## config.mk

```make
export PLATFORM = sky130hd
export DESIGN_NAME = f1_race_controller
export DESIGN_NICKNAME = d
export VERILOG_FILES = /design/src/rtl/f1_pkg.sv /design/src/rtl/f1_lfsr.sv /design/src/rtl/f1_race_controller.sv
export SDC_FILE = /design/constraint.sdc
export NUM_CORES = 1
export LEC_CHECK = 0
export CAP_MARGIN = 10
export CORE_AREA = 2 2 85 87
export CTS_CLUSTER_SIZE = 40
export DETAILED_ROUTE_END_ITERATION = 10
export DIE_AREA = 0 0 87 89
export MAX_ROUTING_LAYER = met4
export PLACE_DENSITY_LB_ADDON = 0.15
export SYNTH_ARGS = -nofsm -noshare
export SYNTH_HDL_FRONTEND = slang
export SYNTH_SLANG_ARGS = --single-unit
```

## constraint.sdc

```tcl
create_clock -name clk -period 4.5 [get_ports clk]
set_clock_uncertainty 0.05 [all_clocks]
set_input_delay 1.125 -clock clk [delete_from_list [all_inputs] [get_ports clk]]
set_output_delay 1.125 -clock clk [all_outputs]
set_load 0.005 [all_outputs]
```

## src/rtl/f1_pkg.sv

```systemverilog
// Shared types and constants for the F1 start-light sequencer.
package f1_pkg;

    localparam int N_WIDTH_DEF = 16;
    localparam int D_WIDTH_DEF = 8;
    localparam int L_WIDTH_DEF = 7;
    localparam int T_WIDTH_DEF = 16;

    // x^7 + x^3 + 1 on a left-shifting register: feedback from bits 6 and 2
    localparam logic [L_WIDTH_DEF-1:0] LFSR_TAPS = 7'b100_0100;

    typedef enum logic [2:0] {
        IDLE,
        LIGHTS,
        HOLD,
        REACT,
        WAIT_REL
    } state_t;

endpackage

```

## src/rtl/f1_lfsr.sv

```systemverilog
// Free-running Fibonacci LFSR; seeded with 1 so it never reaches the all-zero lock-up state.
module f1_lfsr
    import f1_pkg::*;
#(
    parameter int                 L_WIDTH = L_WIDTH_DEF,
    parameter logic [L_WIDTH-1:0] TAPS    = L_WIDTH'(LFSR_TAPS)
) (
    input  logic               clk,
    input  logic               rst,
    output logic [L_WIDTH-1:0] q
);

    always_ff @(posedge clk or posedge rst) begin
        if (rst) begin
            q <= L_WIDTH'(1);
        end else begin
            q <= {q[L_WIDTH-2:0], ^(q & TAPS)};
        end
    end

endmodule

```

## src/rtl/f1_race_controller.sv

```systemverilog
// Start-light sequencer: ramps the light bar, holds for a random number of ticks,
// then measures reaction time or flags a jump start.
module f1_race_controller
    import f1_pkg::*;
#(
    parameter int N_WIDTH = N_WIDTH_DEF,
    parameter int D_WIDTH = D_WIDTH_DEF,
    parameter int L_WIDTH = L_WIDTH_DEF,
    parameter int T_WIDTH = T_WIDTH_DEF
) (
    input  logic               clk,
    input  logic               rst,
    input  logic               trigger,
    input  logic [N_WIDTH-1:0] N,
    output logic [D_WIDTH-1:0] data_out,
    output logic               busy,
    output logic               react_valid,
    output logic [T_WIDTH-1:0] react_time,
    output logic               jump_start
);

    state_t             state;
    state_t             state_next;
    logic [N_WIDTH-1:0] tick_cnt;
    logic [L_WIDTH-1:0] hold_cnt;
    logic [T_WIDTH-1:0] react_cnt;
    logic [L_WIDTH-1:0] lfsr_q;
    logic               armed;
    logic               in_sequence;
    logic               tick;
    logic               early_press;
    logic               last_light;
    logic               lights_out;

    f1_lfsr #(.L_WIDTH(L_WIDTH)) u_lfsr (
        .clk (clk),
        .rst (rst),
        .q   (lfsr_q)
    );

    assign in_sequence = (state == LIGHTS) || (state == HOLD);
    assign tick        = in_sequence && (tick_cnt == '0);
    // The press that started the round is still held on entry; only count one after a release.
    assign early_press = in_sequence && trigger && armed;
    // The bar is a thermometer code, so bit D-2 set means this tick lights the final lamp.
    assign last_light  = tick && (state == LIGHTS) && data_out[D_WIDTH-2];
    assign lights_out  = tick && (state == HOLD) && (hold_cnt == L_WIDTH'(1));

    always_ff @(posedge clk or posedge rst) begin
        if (rst) begin
            state <= IDLE;
        end else begin
            state <= state_next;
        end
    end

    always_comb begin
        // NOTE: every combinational output gets a default first so no path infers a latch.
        state_next = state;
        busy       = (state != IDLE);
        case (state)
            IDLE:     if (trigger) state_next = LIGHTS;
            LIGHTS:   if (early_press) state_next = WAIT_REL;
                      else if (last_light) state_next = HOLD;
            HOLD:     if (early_press) state_next = WAIT_REL;
                      else if (lights_out) state_next = REACT;
            REACT:    if (trigger) state_next = WAIT_REL;
            WAIT_REL: if (!trigger) state_next = IDLE;
            default:  state_next = IDLE;
        endcase
    end

    always_ff @(posedge clk or posedge rst) begin
        if (rst) begin
            data_out    <= '0;
            react_valid <= 1'b0;
            react_time  <= '0;
            jump_start  <= 1'b0;
            tick_cnt    <= '0;
            hold_cnt    <= '0;
            react_cnt   <= '0;
            armed       <= 1'b0;
        end else begin
            react_valid <= 1'b0;
            jump_start  <= 1'b0;
            case (state)
                IDLE: begin
                    if (trigger) begin
                        tick_cnt <= N;
                        armed    <= 1'b0;
                    end
                end
                LIGHTS, HOLD: begin
                    if (!trigger) armed <= 1'b1;
                    tick_cnt <= tick ? N : tick_cnt - N_WIDTH'(1);
                    if (early_press) begin
                        data_out   <= '0;
                        jump_start <= 1'b1;
                    end else if (tick && state == LIGHTS) begin
                        data_out <= {data_out[D_WIDTH-2:0], 1'b1};
                        if (last_light) hold_cnt <= lfsr_q;
                    end else if (lights_out) begin
                        data_out  <= '0;
                        react_cnt <= '0;
                    end else if (tick) begin
                        hold_cnt <= hold_cnt - L_WIDTH'(1);
                    end
                end
                REACT: begin
                    if (react_cnt != '1) react_cnt <= react_cnt + T_WIDTH'(1);
                    if (trigger) begin
                        react_time  <= react_cnt;
                        react_valid <= 1'b1;
                    end
                end
                default: ;
            endcase
        end
    end

endmodule
```

==> impl_metrics.ini <==
[timing]
fin_crit_ns = 2.96
max_freq_mhz = 338
slew_violations = 0
fin_tns_setup_ns = 0
slew_headroom_pct = 35.7
setup_viol = 0
fin_crit_sh_pct = 65.7
tightest_slew_ns = 0.964
hold_viol = 0
rsz0062_at_grt = false

[power_and_ir_drop]
p_clk_share_pct = 30.9
switchingPower_uw = 756
p_total_uw = 2210
cellPowerDensity_nw_per_um2 = 472
p_int_uw = 1450
power.leakage_uw = 0.00202
p_sw_share_pct = 34.2
p_comb_share_pct = 27.6
peakVddDrop_mv = 0.240
p_seq_share_pct = 41.5

[global_routing]
globalRouteTotalUtil_pct = 24.4
grt_max_degree = 40
grt_pass1_wl_mm = 14.3
grt_pass1_vias = 3107
grt_antenna_before_repair = 0
grt.overflow.total = 0

[layout]
drive_above_1_share_pct = 10.4
nFillCells = 496
final_net_count = 461
synthToLayoutAreaGrowth_pct = 18.6
fin_area_um2 = 4680
n_antenna_cell = 0

[critical_path]
r2r-start = tick_cnt[0]
r2r_end = react_cnt[6]
start_kind = flip-flop
cp.required_ns = 3.32
crit_fanout = 17
cp_slowest_cell = dfrtp_1
crit_path_end_kind = primary output
crit_family = flip-flops
crit_type = flip-flop to primary output
r2r_slack_ns = 1.79
reg2reg_depth = 7
worstPathArrival_ns = 1.78
crit_chain = or3_1 > clkdlybuf4s50_1
cp_slowest_stage_delay_ns = 0.57
crit_buf_inv = 1

[logic_synthesis]
synth.most_common_cell = dfrtp_1
synth_edf_count = 0
synthTopCellsByCount = dfrtp_1 (75), a21oi_1 (40), nand2_1 (36)
synth_area_leader_cell = dfrtp_1
synthFlopType = dfrtp_1
ys_seq_area_share_pct = 48.2
synth_area_leaders = dfrtp_1 (48%), a21oi_1 (5.1%), mux2_2 (4.3%)
synth_area_per_cell_um2 = 9.91
ys_ff_latch = 76
ys_warn_count = 0
async_flop_share_pct = 100
syn-cell-area_um2 = 3950
synthCells = 398
ys_types = 59
synth_fp_nets = 422
yosys.area.top_type_share_pct = 47.6

[clock_network]
cts-resized-gates = 0
clk_pin_slew_ns = 0.08
clock_latency_ns = 0.35
tritoncts = yes
clockBufferDepth = 2
root_buffer = clkbuf_8
numCtsBuffers = 9
cts_max_level = 3
cts.hold.buffers_added = 0
clock_sinks = 76
cts_setup_buffers = 0

[routing]
vias = 3154
drt-total-wl_mm = 8.42
post_drt_wl_per_cell_um = 16.2
detail-route-antenna-nets = 0
drt_iter0_markers = 227
vias_per_cell = 6.05
drcViolationCount = 0
dr.pass1.iters = 4

[min_path]
hold_end = u_lfsr.q[6]
hp-start = u_lfsr.q[5]
hold_depth = 0
hold_path.class = flip-flop to flip-flop

[floorplanning]
die_w_um = 87
fp-row-count = 30
core_area_um2 = 6720
start_util_pct = 58.7
dieHeight_um = 89
die_area_um2 = 7740
num_io_pins = 46

[placed_design]
port_buffers = 45
placed_cell_area_um2 = 4420
place_hpwl_mm = 5.64
globalplace.congestion = 0.833

[flow_run]
max-cap-violations = 0

[status]
status = finished, final reports clean
==> area by class of cell <==
| type | instances | area (um2) | area share (%) |
|---|---|---|---|
| Clock buffer | 9 | 124 | 2.65 |
| Clock inverter | 6 | 136 | 2.92 |
| Inverter | 17 | 63.8 | 1.36 |
| Multi-Input combinational cell | 287 | 1880 | 40.2 |
| Sequential cell | 76 | 1900 | 40.7 |
| Tap cell | 80 | 100 | 2.14 |
| Timing Repair Buffer | 46 | 470 | 10.1 |
==> cells in the final DEF, fill, tap and decap left out, types with 2 or more instances in the layout <==
master,instances
inv_1,16
nor3_1,10
or3_1,4
a21oi_1,40
or4_1,4
o21ai_2,2
nor4_1,2
o21a_1,6
nor2b_1,4
clkbuf_8,9
a31oi_1,13
o311ai_0,2
mux2_2,15
nor2_1,20
o2bb2ai_1,2
o211ai_1,5
nand4_1,6
nor4b_1,2
a22oi_1,2
o21ai_0,25
nand2_1,36
a41oi_1,3
bufinv_16,4
nand3_1,12
o22a_1,3
ha_1,5
and3_1,8
o22ai_1,5
clkdlybuf4s50_1,45
mux2i_1,13
a22o_1,9
dfrtp_1,75
and2_1,5
==> routing by layer <==
layer | part of all wire [%] | track usage [%] | up-vias
met1 | 46 | 30.5 | 1519
met2 | 48 | 38.5 | 70
met4 | 1.3 | 8.24 | 0
li1 | - | - | 1554
met3 | 4.5 | 6.65 | 11
met5 | 0 | - | -
==> worst max path at each step <==
| stage | end | cells after the start | start |
|---|---|---|---|
| 3_3_place_gp | tick_cnt[3] | 5 | trigger |
| 3_5_place_dp | tick_cnt[3] | 5 | trigger |
| 4_1_cts | busy | 2 | state[0] |
| 6_report | busy | 2 | state[0] |
| 5_1_grt | busy | 2 | state[0] |
| 2_1_floorplan | armed | 1 | rst |
==> registers in the layout, summed over array words and instances (netlist names) <==
name         cells
tick_cnt        16
react_valid      1
jump_start       1
react_time      16
data_out         8
react_cnt       16
state            3
hold_cnt         7
u_lfsr.q         7
armed            1
==> per-stage QoR <==
step                      hold slack, ns  worst slack [ns]  utilization [%]  instances
after global routing               0.350              1.44             69.6        521
after global placement             0.309              1.33             65.7        506
after detailed placement           0.311              1.27             65.7        506
after floorplan                    0.299              1.39                -        398
final                              0.331              1.54             69.6        521
after CTS                          0.337              1.53             69.6        521
==> power groups by stage <==
stage / Clock, uW / Sequential [uW] / Combinational [uW]
5_1_grt: 717 / 936 / 682
6_report: 681 / 917 / 610
4_1_cts: 693 / 914 / 609
2_1_floorplan: 0 / 871 / 516
3_5_place_dp: 0 / 926 / 605
3_3_place_gp: 0 / 924 / 586
==> worst register-to-register path, stage by stage (launching register included) <==
cell     delay, ns
dfrtp_1       0.41
inv_1         0.11
ha_1          0.14
nor4b_1       0.31
and4_1        0.67
a31oi_4       0.16
nor3_4        0.54
a31oi_1       0.18
==> logic make-up after synthesis <==
| logic type | synth area share [%] |
|---|---|
| muxes | 7.58 |
| DFF | 48.2 |
| xor gates and xnor gates | 0.444 |
| adders and majority gates | 1.59 |
| and+or+nand+nor | 17.4 |
| buffers and inverters | 4.12 |
| AOI/OAI and AO/OA | 20.6 |
Power figures use the tool's default switching activity.
